## src/rtl/regfile_wb_arbiter.sv

```systemverilog
// rtl/regfile_wb_arbiter.sv - round-robin writeback arbiter for the register-file write port with pending-write scoreboard
module regfile_wb_arbiter #(
   parameter int XLEN  = 32,
   parameter int CNT_W = 16
) (
   input  logic             clk,
   input  logic             rst,
   input  logic             wb0_valid,
   input  logic [4:0]       wb0_rd,
   input  logic [XLEN-1:0]  wb0_data,
   output logic             wb0_ready,
   input  logic             wb1_valid,
   input  logic [4:0]       wb1_rd,
   input  logic [XLEN-1:0]  wb1_data,
   output logic             wb1_ready,
   input  logic             alloc_valid,
   input  logic [4:0]       alloc_rd,
   input  logic [4:0]       rs1,
   input  logic [4:0]       rs2,
   output logic             hazard,
   output logic             rd_we,
   output logic [4:0]       writeReg,
   output logic [XLEN-1:0]  writeData,
   output logic [31:0]      pending,
   output logic [CNT_W-1:0] conflict_cnt
);

   // rr_ptr: 0 = requester 0 wins the next contended cycle, 1 = requester 1 wins
   logic             rr_ptr_q, rr_ptr_d;
   logic [31:0]      pending_q, pending_d;
   logic [CNT_W-1:0] cnt_q, cnt_d;

   logic             both;
   logic             gnt0, gnt1;
   logic [4:0]       sel_rd;
   logic [XLEN-1:0]  sel_data;

   // Grant selection; nothing is granted while reset is held
   always_comb begin
      both = wb0_valid & wb1_valid;
      gnt0 = ~rst & wb0_valid & (~wb1_valid | ~rr_ptr_q);
      gnt1 = ~rst & wb1_valid & (~wb0_valid |  rr_ptr_q);
      wb0_ready = gnt0;
      wb1_ready = gnt1;
   end

   // Route the granted request to the register-file write port; writes to x0 are consumed but not performed
   always_comb begin
      sel_rd   = 5'd0;
      sel_data = '0;
      if (gnt0) begin
         sel_rd   = wb0_rd;
         sel_data = wb0_data;
      end else if (gnt1) begin
         sel_rd   = wb1_rd;
         sel_data = wb1_data;
      end
      rd_we     = (gnt0 | gnt1) & (sel_rd != 5'd0);
      writeReg  = rd_we ? sel_rd : 5'd0;
      writeData = rd_we ? sel_data : '0;
   end

   // Next-state: pointer moves to the loser of a contended cycle; alloc beats a same-cycle clear
   always_comb begin
      rr_ptr_d  = rr_ptr_q;
      pending_d = pending_q;
      cnt_d     = cnt_q;
      if (both) begin
         rr_ptr_d = gnt0;
         if (cnt_q != {CNT_W{1'b1}}) begin
            cnt_d = cnt_q + CNT_W'(1);
         end
      end
      if (rd_we) begin
         pending_d[writeReg] = 1'b0;
      end
      if (alloc_valid && (alloc_rd != 5'd0)) begin
         pending_d[alloc_rd] = 1'b1;
      end
      pending_d[0] = 1'b0;
      if (rst) begin
         rr_ptr_d  = 1'b0;
         pending_d = '0;
         cnt_d     = '0;
      end
   end

   // State registers
   always_ff @(posedge clk) begin
      rr_ptr_q  <= rr_ptr_d;
      pending_q <= pending_d;
      cnt_q     <= cnt_d;
   end

   // RAW hazard from the registered scoreboard only; no bypass from the write port
   always_comb begin
      hazard = ~rst & (((rs1 != 5'd0) & pending_q[rs1]) | ((rs2 != 5'd0) & pending_q[rs2]));
   end

   assign pending      = pending_q;
   assign conflict_cnt = cnt_q;

endmodule

```

## config.mk

```make
export PLATFORM = sky130hd
export DESIGN_NAME = regfile_wb_arbiter
export DESIGN_NICKNAME = d
export VERILOG_FILES = /design/src/rtl/regfile_wb_arbiter.sv
export SDC_FILE = /design/constraint.sdc
export NUM_CORES = 1
export LEC_CHECK = 0
export CORE_UTILIZATION = 36
export CTS_BUF_LIST = sky130_fd_sc_hd__clkbuf_16
export DETAILED_ROUTE_END_ITERATION = 8
export PLACE_DENSITY = 0.75
export SETUP_SLACK_MARGIN = 0.1
export SLEW_MARGIN = 20
export SYNTH_ARGS = -nofsm -noshare
export SYNTH_HDL_FRONTEND = slang
export SYNTH_SLANG_ARGS = --single-unit
```

## constraint.sdc

```tcl
create_clock -name clk -period 2.29 [get_ports clk]
set_clock_uncertainty 0.1 [all_clocks]
set_input_delay 0.229 -clock clk [delete_from_list [all_inputs] [get_ports clk]]
set_output_delay 0.229 -clock clk [all_outputs]
set_load 0.05 [all_outputs]
```

# Yosys cells after proc, flatten, opt, wreduce, memory -nomap -nowiden
# Index checks and enable logic that the tools add are counted.
# classes
addsub	1
order_cmp	6
eq_ne	1
muxes	16
bitwise	20
reduce_logical	8
# ops
op	count
32-bit 2-to-1 mux	5
32-bit AND	1
32-bit inverter	1
32-bit bitwise OR	1
5-bit by 6-bit < comparator with 1-bit output (second input constant)	4
5-bit nonzero test	4
16-bit by 1-bit adder with 16-bit output (second input constant)	1
16-bit != test (second input constant)	1
5-bit 2-to-1 mux	3
1-bit binary-select mux with 5-bit select	2
1-bit demux with 5-bit select	2
5-bit by 1-bit greater-or-equal comparator with 1-bit output (second input constant)	2
1-bit AND	9
1-bit 2-to-1 mux	4
1-bit inverter	4
1-bit bitwise OR	4
1-bit logical AND	3
2-bit AND reduction	1
# totals
ff_bits	49
in_bits	94
out_inout_bits	89
elab_cells	56

# Logic depth before layout (Yosys ltp)
# logic_depth
depth_word	17
ltp_mapped	7
mapped_depth_nobuf	6

# Least setup slack after synthesis
# Ideal clock, no wire load.
# synth_path
kind	reg-to-output
startpoint	register rr_ptr_q
endpoint	output port writeData[22]
arrival_ns	2.536
setup_slack_ns	-0.575
stages_incl_launch_ff	7
cell_sequence	dfxtp_1 a21boi_2 and2_1 clkbuf_1 clkbuf_1 a22oi_1 nor2_1
# synth_between
elab_chain_cells	7
elab_cells_between_ends	13
cone_classes	mux: 5; bitwise: 7; reduce/logical: 1
# synth_lines
element	line_no	rtl
start, declared	29	logic rr_ptr_q, rr_ptr_d;
start signal, assigned	90	rr_ptr_q <= rr_ptr_d;
1-bit inverter *	41	gnt0 = ~rst & wb0_valid & (~wb1_valid | ~rr_ptr_q);
1-bit bitwise OR *	41	
1-bit AND *	41	
net wb0_ready	11	output logic wb0_ready,
5-bit 2-to-1 mux	51	if (gnt0) begin
5-bit nonzero test	58	rd_we = (gnt0 | gnt1) & (sel_rd != 5'd0);
1-bit AND	58	
32-bit 2-to-1 mux *	60	writeData = rd_we ? sel_data : '0;
end, declared	23	output logic [XLEN-1:0] writeData,
# Mark *: on every way through the listed nets, which the timed path passes. The rest lies on a longest branch.

# Final worst setup path
# layout_path
startpoint	input port rs2[2]
endpoint	output port hazard
# layout_between
elab_chain_cells	5
elab_cells_between_ends	6
cone_classes	mux: 2; bitwise: 3; reduce/logical: 1
# layout_lines
element	line_no	rtl
start, declared	19	input logic [4:0] rs2,
1-bit binary-select mux with 5-bit select	97	hazard = ~rst & (((rs1 != 5'd0) & pending_q[rs1]) | ((rs2 != 5'd0) & pending_q[rs2]));
1-bit 2-to-1 mux (implied by the code)	97	
1-bit AND *	97	
1-bit bitwise OR *	97	
1-bit AND *	97	
end, declared	20	output logic hazard,
# Mark *: on every way between the ends. The rest lies on a longest branch, timed or not. The select of a mux whose other input is x is not followed.

==> metrics.md <==
| Metric | Value |
|---|---|
| Status | `complete, but fails checks` |
| Failing checks | `setup timing` |
| Initial DRC Count | `around 280` |
| Layout Utilization | `74.9%` |
| Clk root buf | `clkbuf_16` |
| Max_slew headroom | `about three fifths` |
| CP endpoint | `hazard` |
| Die width | `just under 100 um` |
| Reg-to-reg critical path endpoint | `pending[20]` |
| TritonCTS clock tree | `yes` |
| Final setup fails | `26` |
| Worst Path Required | `a little under 2 ns` |
| Core Area | `about 9000 um2` |
| Worst IR Drop VDD | `about 0.00034 V` |
| Max frequency | `roughly 400 MHz` |
| Hold Vio Cnt, Final | `0` |
| H-tree Lvls | `2` |
| Placed instance area | `between 6000 and 7000 um2` |
| CTS Hold Bufs | `0` |
| Initial antenna violation count | `0` |
| CP Launch Point | `rs2[2]` |
| Clock Latency Late Sink | `just under 0.3 ns` |
| Max cap viols | `0` |
| Routed WL | `13.9 mm` |
| Layout cells sized above 1 | `30.8%` |
| Worst setup EP type | `output port` |
| FF+latch count, synth | `48` |
| # diodes | `0` |
| Min setup slack post-route | `-0.162 ns` |
| Asr flop ratio synth | `0%` |
| Top-Level Pins | `about 180` |
| Worst Hold Class | `input port to register` |
| Min cycle time layout | `between 2 and 2.5 ns` |
| Mapped Area | `3280 um2` |
| Crit path max fanout | `7` |
| Post-Syn Instances | `420` |
| Nets@finish | `~740` |
| Worst hold slack | `just under 0.4 ns` |
| Synth cell types | `55` |
| Clk slew on worst S/H paths | `around 0.06 ns` |
| Startpoint types | `input port` |
| RD Place Congestion | `0.974` |
| Routed vias/inst | `about 5.7` |
| CTS Buf Count | `5` |
| Sequential area share after synthesis | `approximately 29%` |
| WL per Instance | `about 18 um` |
| Die ar. | `9500 um2` |
| Clock sink count | `between 40 and 50` |
| RSZ-0062 raised after global routing | `yes` |
| Net Count, Synth | `515` |
| Post-synth EDFFs | `0` |
| Hpwl dp | `between 10 and 15 mm` |
| Largest net degree at the start of global routing | `34` |
| Pwr Density | `around 430 nW/um2` |
| GRT Residual Overflow | `0` |
| Fill cell count | `between 600 and 700` |
| R2R Setup Slk | `0.29 ns` |
| Reg2Reg Depth | `10` |
| Global-route usage over all layers | `between 20 and 30%` |
| Post-route ant nets | `0` |
| Worst EP arrival | `about 2.1 ns` |
| Vias in the first global route | `roughly 4000` |
| Post-route cell area | `6570 um2` |
| # DRC | `0` |
| Synthesized area per cell | `between 7 and 8 um2` |
| Count of buffers from port buffering | `about 180` |
| DR pass1 iterations | `5` |
| Starting Density | `a little under two fifths` |
| Via count | `4282` |
| Area Overhead vs Synth | `100%` |
| Site Rows | `34` |
| First-pass GRT wire length | `roughly 22 mm` |
| Final Cycle Share | `107%` |
| Least-Margin Pin Slew | `around 0.63 ns` |
| Final Power | `around 2.8 mW` |
| Leak Pwr | `between 2 and 2.5 nW` |
| Pins over their slew limit | `0` |
| Top_reg_cell synth | `dfxtp_1` |
| Synth Warn # | `0` |
| Die height | `97.5 um` |
| Setup CP Type | `input port to output port` |
| Reg-to-Reg Start | `rr_ptr_q` |
| Clock Path Buffers | `2` |
metrics by stage:
| step | setup WS [ns] | instances | setup TNS, ns |
|---|---|---|---|
| after floorplan | 0.0279 | 420 | 0 |
| after global placement | -0.457 | 734 | -8.88 |
| after detailed placement | -0.514 | 734 | -12.50 |
| after CTS | -0.156 | 749 | -0.526 |
| after global routing | -0.233 | 751 | -3.24 |
| final | -0.162 | 751 | -0.809 |
final cells by class:
class                           count  area, um2  share of cell area (%)
Multi-Input combinational cell    330       2390                    36.4
Clock buffer                        5        125                    1.91
Sequential cell                    48        985                    15.0
Inverter                            5       23.8                   0.362
Clock inverter                      3       42.5                   0.648
Tap cell                          108        135                    2.06
Timing Repair Buffer              252       2860                    43.6
worst min-delay path by stage:
stage                          startpoint         endpoint  slack [ns]  cells after the start
after floorplan               alloc_rd[0]      pending[28]        0.23                      1
after global placement    conflict_cnt[4]  conflict_cnt[4]        0.39                      1
after detailed placement  conflict_cnt[5]  conflict_cnt[4]        0.41                      2
after CTS                             rst       pending[6]        0.38                      3
after global routing                  rst      pending[14]        0.41                      3
final                                 rst  conflict_cnt[8]        0.39                      3
Yosys cell counts (all sizes together), types with 2 or more instances:
library cell	number	area (um2)
mux4	8	180
clkbuf	22	82.6
o21ai	24	120
and4	3	26.3
a21oi	31	155
a22oi	32	240
a2111oi	3	26.3
or4	2	15.0
nand2	43	161
nor4	3	33.8
a32oi	5	73.8
mux2i	16	160
o31ai	2	15.0
buf	15	80.1
or3	2	12.5
nor2b	5	31.3
nor3b	4	30.0
inv	5	18.8
xnor2	11	96.3
dfxtp	48	961
a32o	6	60.1
nand2b	7	43.8
mux2	2	22.5
and2	2	12.5
o41ai	3	26.3
or3b	2	17.5
and3	3	18.8
nand4	11	68.8
nor3	11	55.1
a31oi	2	12.5
nand3	12	60.1
nor2	58	220
o211ai	5	37.5
report_power, final:
| part | switching (mW) | internal, mW | total, mW |
|---|---|---|---|
| sequential | 0.0112 | 0.846 | 0.857 |
| combinational | 0.563 | 0.556 | 1.12 |
| clock | 0.327 | 0.514 | 0.841 |
| total | 0.902 | 1.92 | 2.82 |
cell usage in the layout, fill, tap and decap left out, types with 4 or more instances in the layout:
cell type	n
a21oi_1	31
clkdlybuf4s50_1	131
dfxtp_1	31
nand4_1	11
dlygate4sd2_1	5
mux2i_1	13
nor2b_1	5
buf_4	58
inv_1	4
o21ai_0	21
a22oi_1	32
nand3_1	12
dfxtp_2	16
nand2_1	43
buf_12	42
o211ai_1	5
nor2_1	25
nor2_4	17
a32o_1	6
mux4_2	8
buf_6	6
nand2b_1	6
nor2_2	16
clkbuf_16	6
nor3_1	11
xnor2_1	11
cell families (layout without fill, tap and decap cells):
kind of cell	count (synthesis)	after routing	share of synthesized area, %
muxes	26	26	11.1
AOI/OAI and AO/OA	117	117	24.5
DFF	48	48	29.3
and+or+nand+nor	173	173	25.9
other	1	1	0.114
adders and majority gates	1	1	0.381
xor gates and xnor gates	12	12	3.20
buffers and inverters	42	265	5.53
metal layers:
| metal | part of all wire (%) | vias up | wire length, um | global-route usage [%] |
|---|---|---|---|---|
| met3 | 7.1 | 31 | 991 | 5.68 |
| met1 | 40 | 2043 | 5520 | 34.3 |
| met4 | 2.6 | 0 | 366 | 9.16 |
| li1 | - | 1999 | - | - |
| met5 | 0 | - | 0 | 0 |
| met2 | 50 | 209 | 6990 | 50.6 |
state kept, by name, summed over array words and instances, names as in the netlist:
register	flops
pending	31
rr_ptr_q	1
conflict_cnt	16
critical path: stages:
cell and delay, ns:
clkdlybuf4s15_2 0.20, buf_6 0.14, mux4_2 0.51, nor3b_2 0.17
or4_1 0.12, a21oi_1 0.04, or4_4 0.53, buf_8 0.17
repair_timing:
| item | CTS | global route |
|---|---|---|
| pin swaps | 7 | 7 |
| gates cloned | 2 | 1 |
| setup buffers | 5 | 1 |
| gates resized for setup | 38 | 9 |
| setup endpoints to repair | 39 | 34 |
No activity file was read; power rests on OpenSTA's default activity.
